===== src/rtl/stepper_move_ctrl.sv =====
// Stepper move controller: dir setup, then a fixed number of step pulses at a clamped period.
// Optional STEPPER_ENDSTOP_STOP_EN: a synchronized endstop ends the move like abort does.
module stepper_move_ctrl #(
  parameter int unsigned PULSE_W   = 50,
  parameter int unsigned DIR_SETUP = 100
) (
  input  logic        clk_clk,
  input  logic        reset_reset,
  input  logic [31:0] cmd_steps,
  input  logic [31:0] cmd_period,
  input  logic        start,
  input  logic        abort,
  input  logic        endstop,
  output logic        step,
  output logic        dir,
  output logic [31:0] steps_done,
  output logic        busy,
  output logic        done,
  output logic        stopped
);

`ifdef STEPPER_ENDSTOP_STOP_EN
  localparam logic ES_EN = 1'b1;
`else
  localparam logic ES_EN = 1'b0;
`endif

  localparam logic [31:0] PW_C       = 32'(PULSE_W);
  localparam logic [31:0] MIN_PER    = 32'(2 * PULSE_W);
  localparam logic [31:0] SETUP_LAST = 32'(DIR_SETUP - 1);
  localparam logic [31:0] HIGH_LAST  = 32'(PULSE_W - 1);

  typedef enum logic [1:0] {IDLE, SETUP, HIGH, LOW} state_t;

  state_t      state_q, state_d;
  logic [31:0] cnt_q, cnt_d;
  logic [30:0] count_q, count_d;
  logic [31:0] low_last_q, low_last_d;
  logic [31:0] sd_q, sd_d;
  logic        step_q, step_d;
  logic        dir_q, dir_d;
  logic        busy_q, busy_d;
  logic        done_q, done_d;
  logic        stopped_q, stopped_d;
  logic        start_q, arm_q;
  logic        es_meta_q, es_sync_q;

  logic [31:0] eff_s;
  logic [31:0] cnt_inc_s;
  logic        rise_s;
  logic        es_stop_s;

  // arm_q blocks a start level that was already high when reset released
  assign rise_s    = start & ~start_q & arm_q;
  assign eff_s     = (cmd_period < MIN_PER) ? MIN_PER : cmd_period;
  assign cnt_inc_s = (cnt_q == 32'hFFFF_FFFF) ? cnt_q : cnt_q + 32'd1;
  assign es_stop_s = ES_EN & es_sync_q;

  always_comb begin
    state_d    = state_q;
    cnt_d      = cnt_inc_s;
    count_d    = count_q;
    low_last_d = low_last_q;
    sd_d       = sd_q;
    step_d     = step_q;
    dir_d      = dir_q;
    busy_d     = busy_q;
    done_d     = done_q;
    stopped_d  = stopped_q;
    case (state_q)
      IDLE: begin
        cnt_d = 32'd0;
        if (rise_s) begin
          dir_d      = cmd_steps[31];
          count_d    = cmd_steps[30:0];
          low_last_d = eff_s - PW_C - 32'd1;
          sd_d       = 32'd0;
          stopped_d  = 1'b0;
          if (cmd_steps[30:0] == 31'd0) begin
            done_d = 1'b1;
            busy_d = 1'b0;
          end else begin
            done_d  = 1'b0;
            busy_d  = 1'b1;
            state_d = SETUP;
          end
        end else begin
          state_d = IDLE;
        end
      end
      SETUP, HIGH, LOW: begin
        // abort outranks completion and endstop; endstop is deferred while the pulse is high
        if (abort || (es_stop_s && state_q != HIGH)) begin
          state_d   = IDLE;
          step_d    = 1'b0;
          busy_d    = 1'b0;
          stopped_d = 1'b1;
          done_d    = 1'b0;
          cnt_d     = 32'd0;
        end else if (state_q == SETUP && cnt_q == SETUP_LAST) begin
          state_d = HIGH;
          step_d  = 1'b1;
          sd_d    = sd_q + 32'd1;
          cnt_d   = 32'd0;
        end else if (state_q == HIGH && cnt_q == HIGH_LAST) begin
          state_d = LOW;
          step_d  = 1'b0;
          cnt_d   = 32'd0;
        end else if (state_q == LOW && cnt_q == low_last_q) begin
          cnt_d = 32'd0;
          if (sd_q == {1'b0, count_q}) begin
            state_d = IDLE;
            busy_d  = 1'b0;
            done_d  = 1'b1;
          end else begin
            state_d = HIGH;
            step_d  = 1'b1;
            sd_d    = sd_q + 32'd1;
          end
        end else begin
          state_d = state_q;
        end
      end
      default: begin
        state_d = IDLE;
        step_d  = 1'b0;
        busy_d  = 1'b0;
      end
    endcase
  end

  always_ff @(posedge clk_clk) begin
    if (reset_reset) begin
      state_q    <= IDLE;
      cnt_q      <= 32'd0;
      count_q    <= 31'd0;
      low_last_q <= 32'd0;
      sd_q       <= 32'd0;
      step_q     <= 1'b0;
      dir_q      <= 1'b0;
      busy_q     <= 1'b0;
      done_q     <= 1'b0;
      stopped_q  <= 1'b0;
      start_q    <= 1'b0;
      arm_q      <= 1'b0;
      es_meta_q  <= 1'b0;
      es_sync_q  <= 1'b0;
    end else begin
      state_q    <= state_d;
      cnt_q      <= cnt_d;
      count_q    <= count_d;
      low_last_q <= low_last_d;
      sd_q       <= sd_d;
      step_q     <= step_d;
      dir_q      <= dir_d;
      busy_q     <= busy_d;
      done_q     <= done_d;
      stopped_q  <= stopped_d;
      start_q    <= start;
      arm_q      <= arm_q | ~start;
      es_meta_q  <= endstop;
      es_sync_q  <= es_meta_q;
    end
  end

  assign step       = step_q;
  assign dir        = dir_q;
  assign steps_done = sd_q;
  assign busy       = busy_q;
  assign done       = done_q;
  assign stopped    = stopped_q;

endmodule


===== config.mk =====
export PLATFORM = sky130hd
export DESIGN_NAME = stepper_move_ctrl
export DESIGN_NICKNAME = d
export VERILOG_FILES = /design/src/rtl/stepper_move_ctrl.sv
export SDC_FILE = /design/constraint.sdc
export NUM_CORES = 1
export LEC_CHECK = 0
export ABC_AREA = 1
export BUFFER_PORTS_ARGS = -buffer_cell sky130_fd_sc_hd__buf_2
export CAP_MARGIN = 20
export CORE_MARGIN = 2
export CORE_UTILIZATION = 55
export CTS_CLUSTER_SIZE = 14
export DETAILED_ROUTE_END_ITERATION = 12
export GPL_TIMING_DRIVEN = 0
export PLACE_DENSITY = 0.76
export RECOVER_POWER = 100
export SYNTH_ARGS = -nofsm -noshare
export SYNTH_HDL_FRONTEND = slang
export SYNTH_SLANG_ARGS = --single-unit

===== constraint.sdc =====
create_clock -name clk_clk -period 2.6 [get_ports clk_clk]
set_input_delay 0.52 -clock clk_clk [delete_from_list [all_inputs] [get_ports clk_clk]]
set_output_delay 0.52 -clock clk_clk [all_outputs]
set_load 0.005 [all_outputs]

==> key figures, run 1 <==
Clock network
  • CTS sink cnt: 136
  • Number of CTS-inserted buffers: 17
  • CTS root buf: clkbuf_16
  • Clk_lat worst skew: 430 ps
  • Clock Tree Buf Depth: 2
  • H-tree Lvls: 4
  • Worst-path clk slew: 60 ps
  • CTS tree: yes

Floorplanning
  • Die Span Y: 135 µm
  • Initial core utilization: 56.5%
  • Die ar.: 18200 µm²
  • Core Area: 16700 µm²
  • Ports: 106
  • Row count: 47
  • Die Wd: 135 µm

Detailed routing
  • DRT iter0 DRCs: 789
  • Vias/cell: 5.70
  • Post-route DRC: 0
  • WL/cell: 17.3 µm
  • Final antenna-violating net count: 0
  • Final wirelength: 32900 µm
  • Drt first pass iters: 8
  • Via count: 10.9k

Pwr
  • Leak: 4.66 nW
  • Pwr Density: 527 nW/µm²
  • Overall Power: 0.00571 W
  • VDD IR max: 0.506 mV

Placement
  • GPL Wtd Cong: 1.00
  • Dpl cells: 1875
  • Port buffer count: 103
  • Post-DP HPWL: 26100 µm

Timing
  • Final min period: 2420 ps
  • Max Slew Vio Count: 0
  • Final Hold Vio Count: 0
  • Slew HR: 51.3%
  • Worst hold slack: 285 ps
  • Period utilisation layout: 93.2%
  • Worst slew pin tran: 731 ps
  • Final setup fails: 0
  • Fmax: 412 MHz
  • Max Clock Skew: 12.5 ps
  • TNS Setup: 0 ps

Yosys
  • Synth warn: 0
  • Post-Synthesis Cells: 1552
  • Post-Syn Area: 9440 µm²
  • Asr flop ratio synth: 0%
  • Synth Area per Inst: 6.08 µm²
  • Post-synth top flop: dfxtp_1
  • Share of the synthesized area in the top cell type: 28.8%
  • Post-synthesis register bit count: 136
  • Post-synth EDFFs: 0
  • Library cells used by synthesis: 41
  • Register area share after synthesis: 28.8%
  • Syn_nets: 1625
  • Yosys top cell by area: dfxtp_1
  • Ranking of synthesized cells by area: dfxtp_1 (29%), nand2_1 (13%), nor2_1 (9.7%)

Global routing
  • GRT overflow: 0
  • Number of global-route vias before repair: 10.2k
  • All-Layer GR Usage: 36.5%
  • Pin count of the biggest net entering global routing: 17
  • First-pass GRT wire length: 52100 µm
  • Initial antenna violation count: 0

Critical path
  • Crit-path max FO: 10
  • Element type at the critical path end: register
  • Worst R2R End: low_last_q[19]$_SDFFE_PP0P_
  • Top cell by count, worst path: inv_1
  • Crit-path cells: inv_1 > nor3_1 > nand2_1 > clkbuf_1 > inv_1 > buf_2 > clkbuf_2 > nand3_1 > nand2_1 > inv_1
  • Delay-heaviest family, CP: buffers and inverters
  • Critical Path Max Stage Delay: 460 ps
  • Crit path depth: 10
  • Slowest stage cell on the critical path: nor3_1
  • R2r startpoint: arm_q$_SDFF_PP0_
  • Worst reg-to-reg path cell count: 10
  • CP Data Required Time: 2920 ps
  • Worst EP arrival: 2750 ps
  • Critical path buffers and inverters: 6
  • Reg2Reg Setup Slack: 180 ps
  • Critical path class: register to register
  • CP Launch Type: register

Layout
  • Layout cells sized above 1: 11.4%
  • Non-filler cells in the finished layout: 1909
  • Syn-to-layout area delta: 14.9%
  • Ant diodes: 0
  • Final core occ: 65.0%
  • NumNets Final: 1749

Hold path
  • Worst Hold Class: primary input to register
  • Cells on Worst Hold Path: 2
  • WHS Endpoint: arm_q$_SDFF_PP0_
  • Min-delay src: start

Status
  • Status: finished, final reports clean

Job
  • Max_cap viols: 0
[cells in the mapped netlist, types with 5 or more instances]
| cell type | instances |
|---|---|
| nand3b_1 | 5 |
| nand3_1 | 122 |
| inv_1 | 201 |
| nand4_1 | 71 |
| nor2_2 | 5 |
| xor2_1 | 57 |
| nor4_1 | 16 |
| buf_1 | 5 |
| nand2_2 | 6 |
| nand2_4 | 5 |
| o21ai_0 | 57 |
| buf_2 | 12 |
| nor3_2 | 6 |
| dfxtp_1 | 136 |
| nor3_1 | 64 |
| xnor2_1 | 17 |
| inv_2 | 15 |
| clkbuf_1 | 26 |
| a21oi_1 | 99 |
| nor2_1 | 244 |
| nand2_1 | 326 |
| o21ai_1 | 14 |
[state kept, by name (all words and copies together) (netlist names)]
signal and count:
busy 1, low_last_q 32, state_q 2, dir 1
cnt_q 32, start_q 1, count_q 31, steps_done 32
arm_q 1, step 1, stopped 1, done 1
[where the power goes]
part,total [W],switching [W],internal [W],leakage (nW)
Combinational,0.000926,0.000629,0.000297,3.26
Clock,0.00256,0.000991,0.00157,0.297
Sequential,0.00223,0.0000651,0.00216,1.10
Total,0.00571,0.00168,0.00403,4.66
[cells in the final DEF (no fill, tap or decap), types with 2 or more instances in the layout]
master,netlist,final
dfxtp_1,136,136
buf_6,4,3
nor2_4,4,6
nand2_4,5,5
nand3_1,122,123
nand4_1,71,71
nor4_1,16,16
clkinvlp_4,0,3
clkbuf_16,0,17
or2_2,2,2
nor3_2,6,5
nand2_2,6,6
o2111ai_1,2,2
nor3_1,64,65
o21ai_1,14,10
buf_2,12,98
ha_1,4,4
nand2_1,326,326
o22ai_1,3,3
bufinv_16,0,3
buf_1,5,4
buf_4,3,5
nor3b_1,4,4
clkinv_4,0,3
o211ai_1,3,3
a21oi_1,99,99
or2_1,2,2
clkbuf_2,0,4
nor2_2,5,5
inv_2,15,14
xor2_1,57,57
clkbuf_8,0,2
clkbuf_1,26,41
inv_1,201,202
nor2_1,244,242
nand3_2,4,3
clkinv_2,0,2
nand3b_1,5,5
xnor2_1,17,17
o21ai_0,57,61
[layout make-up]
class	count	area [µm²]
fillers	1654	5850
multi-input cells	1150	5670
flip-flops and latches	136	2720
inverters	216	811
repair buffers	105	517
clock buffers	19	453
well taps	220	275
plain buffers	50	234
clock inverters	13	169
[kinds of logic after synthesis]
family          Yosys count  share of synthesized area, %
simple gates            889                          42.5
buf+inv                 266                          11.2
compound gates          183                          10.1
flops                   136                          28.8
xor+xnor                 74                          6.87
fa+ha+maj                 4                         0.530
[how the worst max path moves through the flow]
stage                      from                     endpoint  slack, ps
2_1_floorplan     cmd_period[8]  low_last_q[12]$_SDFFE_PP0P_        180
3_5_place_dp      cmd_period[8]  low_last_q[26]$_SDFFE_PP0P_       -450
3_3_place_gp      cmd_period[8]  low_last_q[26]$_SDFFE_PP0P_       -420
5_1_grt          cmd_period[19]  low_last_q[26]$_SDFFE_PP0P_         -2
6_report       arm_q$_SDFF_PP0_  low_last_q[19]$_SDFFE_PP0P_        180
4_1_cts           cmd_period[3]  low_last_q[26]$_SDFFE_PP0P_         70
[through the flow]
stage	area, µm²	setup WS, ps
2_1_floorplan	9440	181
3_3_place_gp	10200	-419
3_5_place_dp	10200	-447
4_1_cts	10900	69.2
5_1_grt	10800	-2.34
6_report	10800	176
[layer usage]
layer | wire, µm | track usage, % | vias to the layer above | part of all wire (%)
li1 | - | - | 5288 | -
met1 | 13300 | 44.4 | 5004 | 40
met2 | 15800 | 63.3 | 480 | 48
met3 | 2170 | 5.71 | 104 | 6.6
met4 | 1620 | 17.2 | 0 | 4.9
met5 | 0 | 0 | - | 0
[repair_timing]
| item | in CTS | in global routing |
|---|---|---|
| cloned | 0 | 0 |
| pin swaps | 0 | 1 |
| hold endpoints to repair | 0 | 0 |
| buffers inserted | 0 | 2 |
| endpoints found under the setup margin | 1 | 12 |
| resized for setup | 1 | 4 |
| hold buffers | 0 | 0 |
(Power assumes the default switching activity.)
==> run 2, diff against run 1 <==
--- a/config.mk
+++ b/config.mk
@@ -8,6 +8,7 @@
 export ABC_AREA = 1
 export BUFFER_PORTS_ARGS = -buffer_cell sky130_fd_sc_hd__buf_2
 export CAP_MARGIN = 20
+export CORE_ASPECT_RATIO = 1.2
 export CORE_MARGIN = 2
 export CORE_UTILIZATION = 55
 export CTS_CLUSTER_SIZE = 14
==> run 2 against run 1 <==
Net effect:
- worst setup slack got worse by 170 ps
- core utilization down 0.73 points
- critical endpoint is now steps_done[25]$_SDFFE_PP0P_
- power barely moved
- hold slack got worse by 15 ps
- design area down 0.23%
- global-route usage up 0.79 points
==> key figures, run 2 (synthesis gave the netlist of run 1 again) <==
Global routing
  • All-Layer GR Usage: 37.3% (+0.79 points)
  • First-pass GRT wire length: 52000 µm (-0.37%)
  • Number of global-route vias before repair: 10.1k (-0.55%)
  • Pin count of the biggest net entering global routing: 17 (unchanged)
  • GRT overflow: 0 (unchanged)
  • Initial antenna violation count: 0 (unchanged)

Layout
  • Final core occ: 64.2% (-0.73 points)
  • Multi-input logic area: 5660 µm² (about the same)
  • # fillers: 1655 (+0.060%)
  • Non-filler cells in the finished layout: 1907 (-0.10%)
  • Most frequent cells in the layout: nand2_1 (326), nor2_1 (241), inv_1 (202)
  • NumNets Final: 1751 (+0.11%)
  • Commonest non-fill, non-tap cell in the layout: nand2_1
  • Ant diodes: 0 (unchanged)
  • Layout cells sized above 1: 10.6% (-0.72 points)
  • Syn-to-layout area delta: 14.7%
  • Register area: 2720 µm² (unchanged)

Critical path
  • Worst reg-to-reg path cell count: 10 (unchanged)
  • Setup crit start: steps_done[6]$_SDFFE_PP0P_
  • CP Data Required Time: 2970 ps (+50 ps)
  • R2r startpoint: steps_done[6]$_SDFFE_PP0P_
  • CP Launch Type: register
  • Element type at the critical path end: register
  • Crit-path max FO: 6 (-4)
  • Critical path class: register to register
  • Worst EP arrival: 2960 ps (+210 ps)

Floorplanning
  • Core Area: 16900 µm² (+0.90%)
  • Die Span Y: 148 µm (+9.3%)
  • Row count: 52 (+11%)
  • Die ar.: 18200 µm² (about the same)
  • Initial core utilization: 56.0% (-0.50 points)
  • Ports: 106 (unchanged)
  • Die Wd: 124 µm (-8.5%)

Clock network
  • Worst-path clk slew: 60 ps (about the same)
  • CTS sink cnt: 136 (unchanged)
  • CTS tree: yes
  • Hold-fix buffer count after cts: 0 (unchanged)
  • Clk_lat worst skew: 440 ps (about the same)
  • Number of CTS-inserted buffers: 17 (unchanged)
  • CTS root buf: clkbuf_16
  • H-tree Lvls: 4 (unchanged)
  • Clock Tree Buf Depth: 2 (unchanged)

Timing
  • Final setup fails: 0 (unchanged)
  • Final Hold Vio Count: 0 (unchanged)
  • RSZ-0062 raised after global routing: false
  • Max Slew Vio Count: 0 (unchanged)
  • Max Clock Skew: 12.8 ps (+0.270 ps)
  • Fmax: 386 MHz (-6.5%)
  • TNS Setup: 0 ps (unchanged)
  • Worst slew pin tran: 1010 ps (+282 ps)
  • Slew HR: 32.5% (-19 points)
  • Worst hold slack: 270 ps (-15.0 ps)
  • Final min period: 2590 ps (+167 ps)
  • Period utilisation layout: 99.7% (+6.4 points)
  • Slack of the critical path: 8.42 ps (-167 ps)

Job
  • Max_cap viols: 0 (unchanged)

Detailed routing
  • Final wirelength: 34100 µm (+3.4%)
  • Post-route DRC: 0 (unchanged)
  • Final antenna-violating net count: 0 (unchanged)
  • Via count: 10.8k (-0.63%)
  • DRT iter0 DRCs: 925 (+17%)
  • Drt first pass iters: 8 (unchanged)
  • Vias/cell: 5.67 (-0.52%)
  • WL/cell: 17.9 µm (+3.5%)

Status
  • Status: finished, final reports clean

Pwr
  • VDD IR max: 0.426 mV (-16%)
  • Leak: 4.60 nW (-1.4%)
  • Pwr Density: 528 nW/µm² (+0.14%)

Placement
  • Post-DP HPWL: 26600 µm (+2.0%)
  • Dpl cells: 1871 (-0.21%)
  • Placement Setup Slack: -547 ps (-99.7 ps)
  • Port buffer count: 103 (unchanged)
  • GPL Wtd Cong: 1.04 (+3.8%)

Hold path
  • Worst Hold Class: primary input to register
  • Cells on Worst Hold Path: 2 (unchanged)
  • Min-delay src: start
run 2: what timing repair did:
action                     in CTS  in global routing
setup endpoints to repair       2                 10
pin swaps                       0                  1
buffers inserted                0                  4
resized for setup               2                  5
run 2: area by class of cell:
class	instances	area share, %
Multi-Input combinational cell	1150	52.3
Inverter	216	7.49
Clock buffer	20	4.13
Buffer	50	2.14
Tap cell	216	2.50
Clock inverter	12	1.53
Timing Repair Buffer	107	4.74
Sequential cell	136	25.2
run 2: report_power, final:
group | total [W] | leakage (nW) | internal [W] | switching [W]
logic | 0.000920 | 3.21 | 0.000293 | 0.000627
clock network | 0.00256 | 0.288 | 0.00155 | 0.00101
registers | 0.00223 | 1.10 | 0.00216 | 0.0000670
run 2: metal layers:
layer  wire, µm  track usage (%)
met5          0                0
met4       2180             22.6
met3       2320             6.98
met2      16500             64.0
met1      13100             42.4
run 2: final timing paths:
kind                                      end  slack (ps)
setup / recovery  steps_done[25]$_SDFFE_PP0P_           8
setup reg to reg  steps_done[25]$_SDFFE_PP0P_           8
hold reg to reg              arm_q$_SDFF_PP0_         470
hold / removal               arm_q$_SDFF_PP0_         270
run 2: worst max-delay path, cell delays in order (launching register included):
cell and delay, ps:
dfxtp_1 500, nand2_1 170, nor3_1 360, nand2_1 380, nor2_2 540, nand2_1 120
nand2_1 80, nand2_1 60, nor2_1 90, nand3_1 80, a21oi_1 140
run 2: per-stage QoR:
stage,total power (W),instance area (µm²)
after floorplan,0.00285,9440
after global placement,0.00316,10200
after detailed placement,0.00317,10200
after CTS,0.00568,10800
after global routing,0.00587,10800
final,0.00571,10800
==> run 3, diff against run 2 <==
--- a/config.mk
+++ b/config.mk
@@ -16,6 +16,7 @@
 export GPL_TIMING_DRIVEN = 0
 export PLACE_DENSITY = 0.76
 export RECOVER_POWER = 100
+export REMOVE_ABC_BUFFERS = 1
 export SYNTH_ARGS = -nofsm -noshare
 export SYNTH_HDL_FRONTEND = slang
 export SYNTH_SLANG_ARGS = --single-unit
==> run 3 against run 2 <==
Net effect:
- critical path depth unchanged
- power decreased by 1.2%
- sequential cell count unchanged
==> key figures, run 3 (synthesis gave the netlist of run 1 again) <==
Status
  • Status: finished, final reports clean

Critical path
  • CP Launch Type: register
  • Worst reg-to-reg path cell count: 10 (unchanged)
  • Element type at the critical path end: register
  • Critical Path Max Stage Delay: 380 ps (-160 ps)
  • Worst EP arrival: 2790 ps (-170 ps)
  • Critical path class: register to register
  • Crit-path cells: inv_1 > nand2_8 > inv_12 > nand2_8 > buf_12 > inv_6 > buf_12 > nand2_1 > a21oi_1 > nor2_1
  • CP Data Required Time: 2920 ps (-50 ps)
  • Slowest stage cell on the critical path: dfxtp_1
  • Crit-path max FO: 54 (+48)

Pwr
  • Pwr Density: 523 nW/µm² (-0.82%)
  • Leak: 4.55 nW (-1.1%)
  • VDD IR max: 0.417 mV (-2.2%)

Floorplanning
  • Die Wd: 124 µm (unchanged)
  • Die ar.: 18200 µm² (unchanged)
  • Row count: 52 (unchanged)
  • Initial core utilization: 56.0% (unchanged)
  • Die Span Y: 148 µm (unchanged)
  • Ports: 106 (unchanged)
  • Core Area: 16900 µm² (unchanged)

Global routing
  • GRT overflow: 0 (unchanged)
  • All-Layer GR Usage: 35.7% (-1.6 points)
  • GR met1 Demand/Resource: 42.1% (-0.21 points)
  • Met3 Usage GRT: 6.10% (-0.89 points)
  • Pin count of the biggest net entering global routing: 83 (+66)
  • Initial antenna violation count: 0 (unchanged)
  • Most Used Layer, Global Route: met2
  • Number of global-route vias before repair: 9968 (-1.3%)
  • GR Util met2: 60.9% (-3.0 points)
  • First-pass GRT wire length: 50800 µm (-2.2%)

Layout
  • Register area: 2720 µm² (about the same)
  • NumNets Final: 1709 (-2.4%)
  • Commonest non-fill, non-tap cell in the layout: nand2_1
  • Layout cells sized above 1: 11.1% (+0.45 points)
  • # fillers: 1695 (+2.4%)
  • Most frequent cells in the layout: nand2_1 (324), nor2_1 (241), inv_1 (200)
  • Syn-to-layout area delta: 14.2%
  • Ant diodes: 0 (unchanged)
  • Finished layout cell area: 10800 µm² (-0.38%)
  • Multi-input logic area: 5770 µm² (+1.8%)

Clock network
  • CTS tree: yes
  • Worst-path clk slew: 60 ps (about the same)
  • CTS root buf: clkbuf_16
  • Clk_lat worst skew: 430 ps (about the same)
  • H-tree Lvls: 4 (unchanged)
  • Number of CTS-inserted buffers: 17 (unchanged)
  • Clock Tree Buf Depth: 2 (unchanged)
  • CTS sink cnt: 136 (unchanged)

Timing
  • Max Slew Vio Count: 0 (unchanged)
  • Slew HR: 37.2% (+4.7 points)
  • Fmax: 404 MHz (+4.6%)
  • RSZ-0062 raised after global routing: false
  • Final min period: 2480 ps (-114 ps)
  • Max Clock Skew: 10.3 ps (-2.49 ps)
  • Worst slew pin tran: 942 ps (-71.1 ps)
  • Period utilisation layout: 95.3% (-4.4 points)
  • Final Hold Vio Count: 0 (unchanged)
  • Worst hold slack: 289 ps (+18.7 ps)
  • Slack of the critical path: 123 ps (+114 ps)
  • Final setup fails: 0 (unchanged)

Detailed routing
  • Drt first pass iters: 6 (-2)
  • DRT iter0 DRCs: 823 (-11%)
  • Via count: 10.6k (-2.0%)
  • Post-route DRC: 0 (unchanged)
  • Final wirelength: 32000 µm (-6.1%)
  • WL/cell: 17.2 µm (-4.0%)
  • Vias/cell: 5.68 (+0.26%)
  • Final antenna-violating net count: 0 (unchanged)

Placement
  • Placement Setup Slack: -1480 ps (-933 ps)
  • DP Area: 10100 µm² (-1.7%)
  • GPL Wtd Cong: 0.995 (-4.6%)
  • Port buffer count: 104 (+0.97%)
  • Post-DP HPWL: 23800 µm (-11%)

Hold path
  • Worst Hold Class: primary input to register
  • Cells on Worst Hold Path: 2 (unchanged)

Job
  • Max_cap viols: 0 (unchanged)
-- run 3: routing by layer --
metal  share of wire (%)  vias to the layer above  wire length, µm
met2                  48                      417            15500
met5                   0                        -                0
met4                 5.8                        0             1860
met3                 5.8                      112             1850
met1                  40                     4854            12800
li1                    -                     5214                -
-- run 3: what timing repair did --
| action | CTS | global route |
|---|---|---|
| hold buffers | 0 | 0 |
| setup endpoints to repair | 133 | 86 |
| pin swaps | 2 | 2 |
| gates cloned | 2 | 0 |
| buffers inserted | 1 | 5 |
| resized for setup | 13 | 9 |
-- run 3: area by class of cell --
class	count	share of cell area, %
Multi-Input combinational cell	1152	53.5
Clock inverter	14	1.54
Inverter	216	7.68
Tap cell	216	2.51
Sequential cell	136	25.3
Clock buffer	18	3.98
Timing Repair Buffer	113	5.54
-- run 3: through the flow --
stage	std cells	util (%)	total power, W	setup TNS, ps
finish	1865	64.0	0.00564	0
CTS	1860	63.7	0.00561	0
global route	1865	64.0	0.00584	0
floorplan	1502	-	0.00278	-78940
global placement	1822	59.3	0.00310	-319970
detailed placement	1825	59.7	0.00312	-133640
-- run 3: critical path, delay by kind of cell, from the launching register on --
kind / cells / cell delay, ps
buffers and inverters: 5 / 1180
AND/OR/NAND/NOR: 4 / 550
flip-flops: 1 / 380
AO/OA/AOI/OAI: 1 / 160
-- run 3: report_power, final --
group | leakage [nW] | total, W | switching, W | internal [W]
logic | 3.16 | 0.000921 | 0.000632 | 0.000289
clock network | 0.282 | 0.00249 | 0.00105 | 0.00144
registers | 1.10 | 0.00223 | 0.0000633 | 0.00216
total | 4.55 | 0.00564 | 0.00175 | 0.00389
-- run 3: path summary, 6_finish.rpt --
check,endpoint,slack (ps),startpoint
worst max-delay path,state_q[0]$_SDFFE_PP0P_,120,state_q[0]$_SDFFE_PP0P_
worst min-delay path,arm_q$_SDFF_PP0_,290,start
worst max register to register,state_q[0]$_SDFFE_PP0P_,120,state_q[0]$_SDFFE_PP0P_
worst min register to register,step$_SDFFE_PP0P_,450,step$_SDFFE_PP0P_
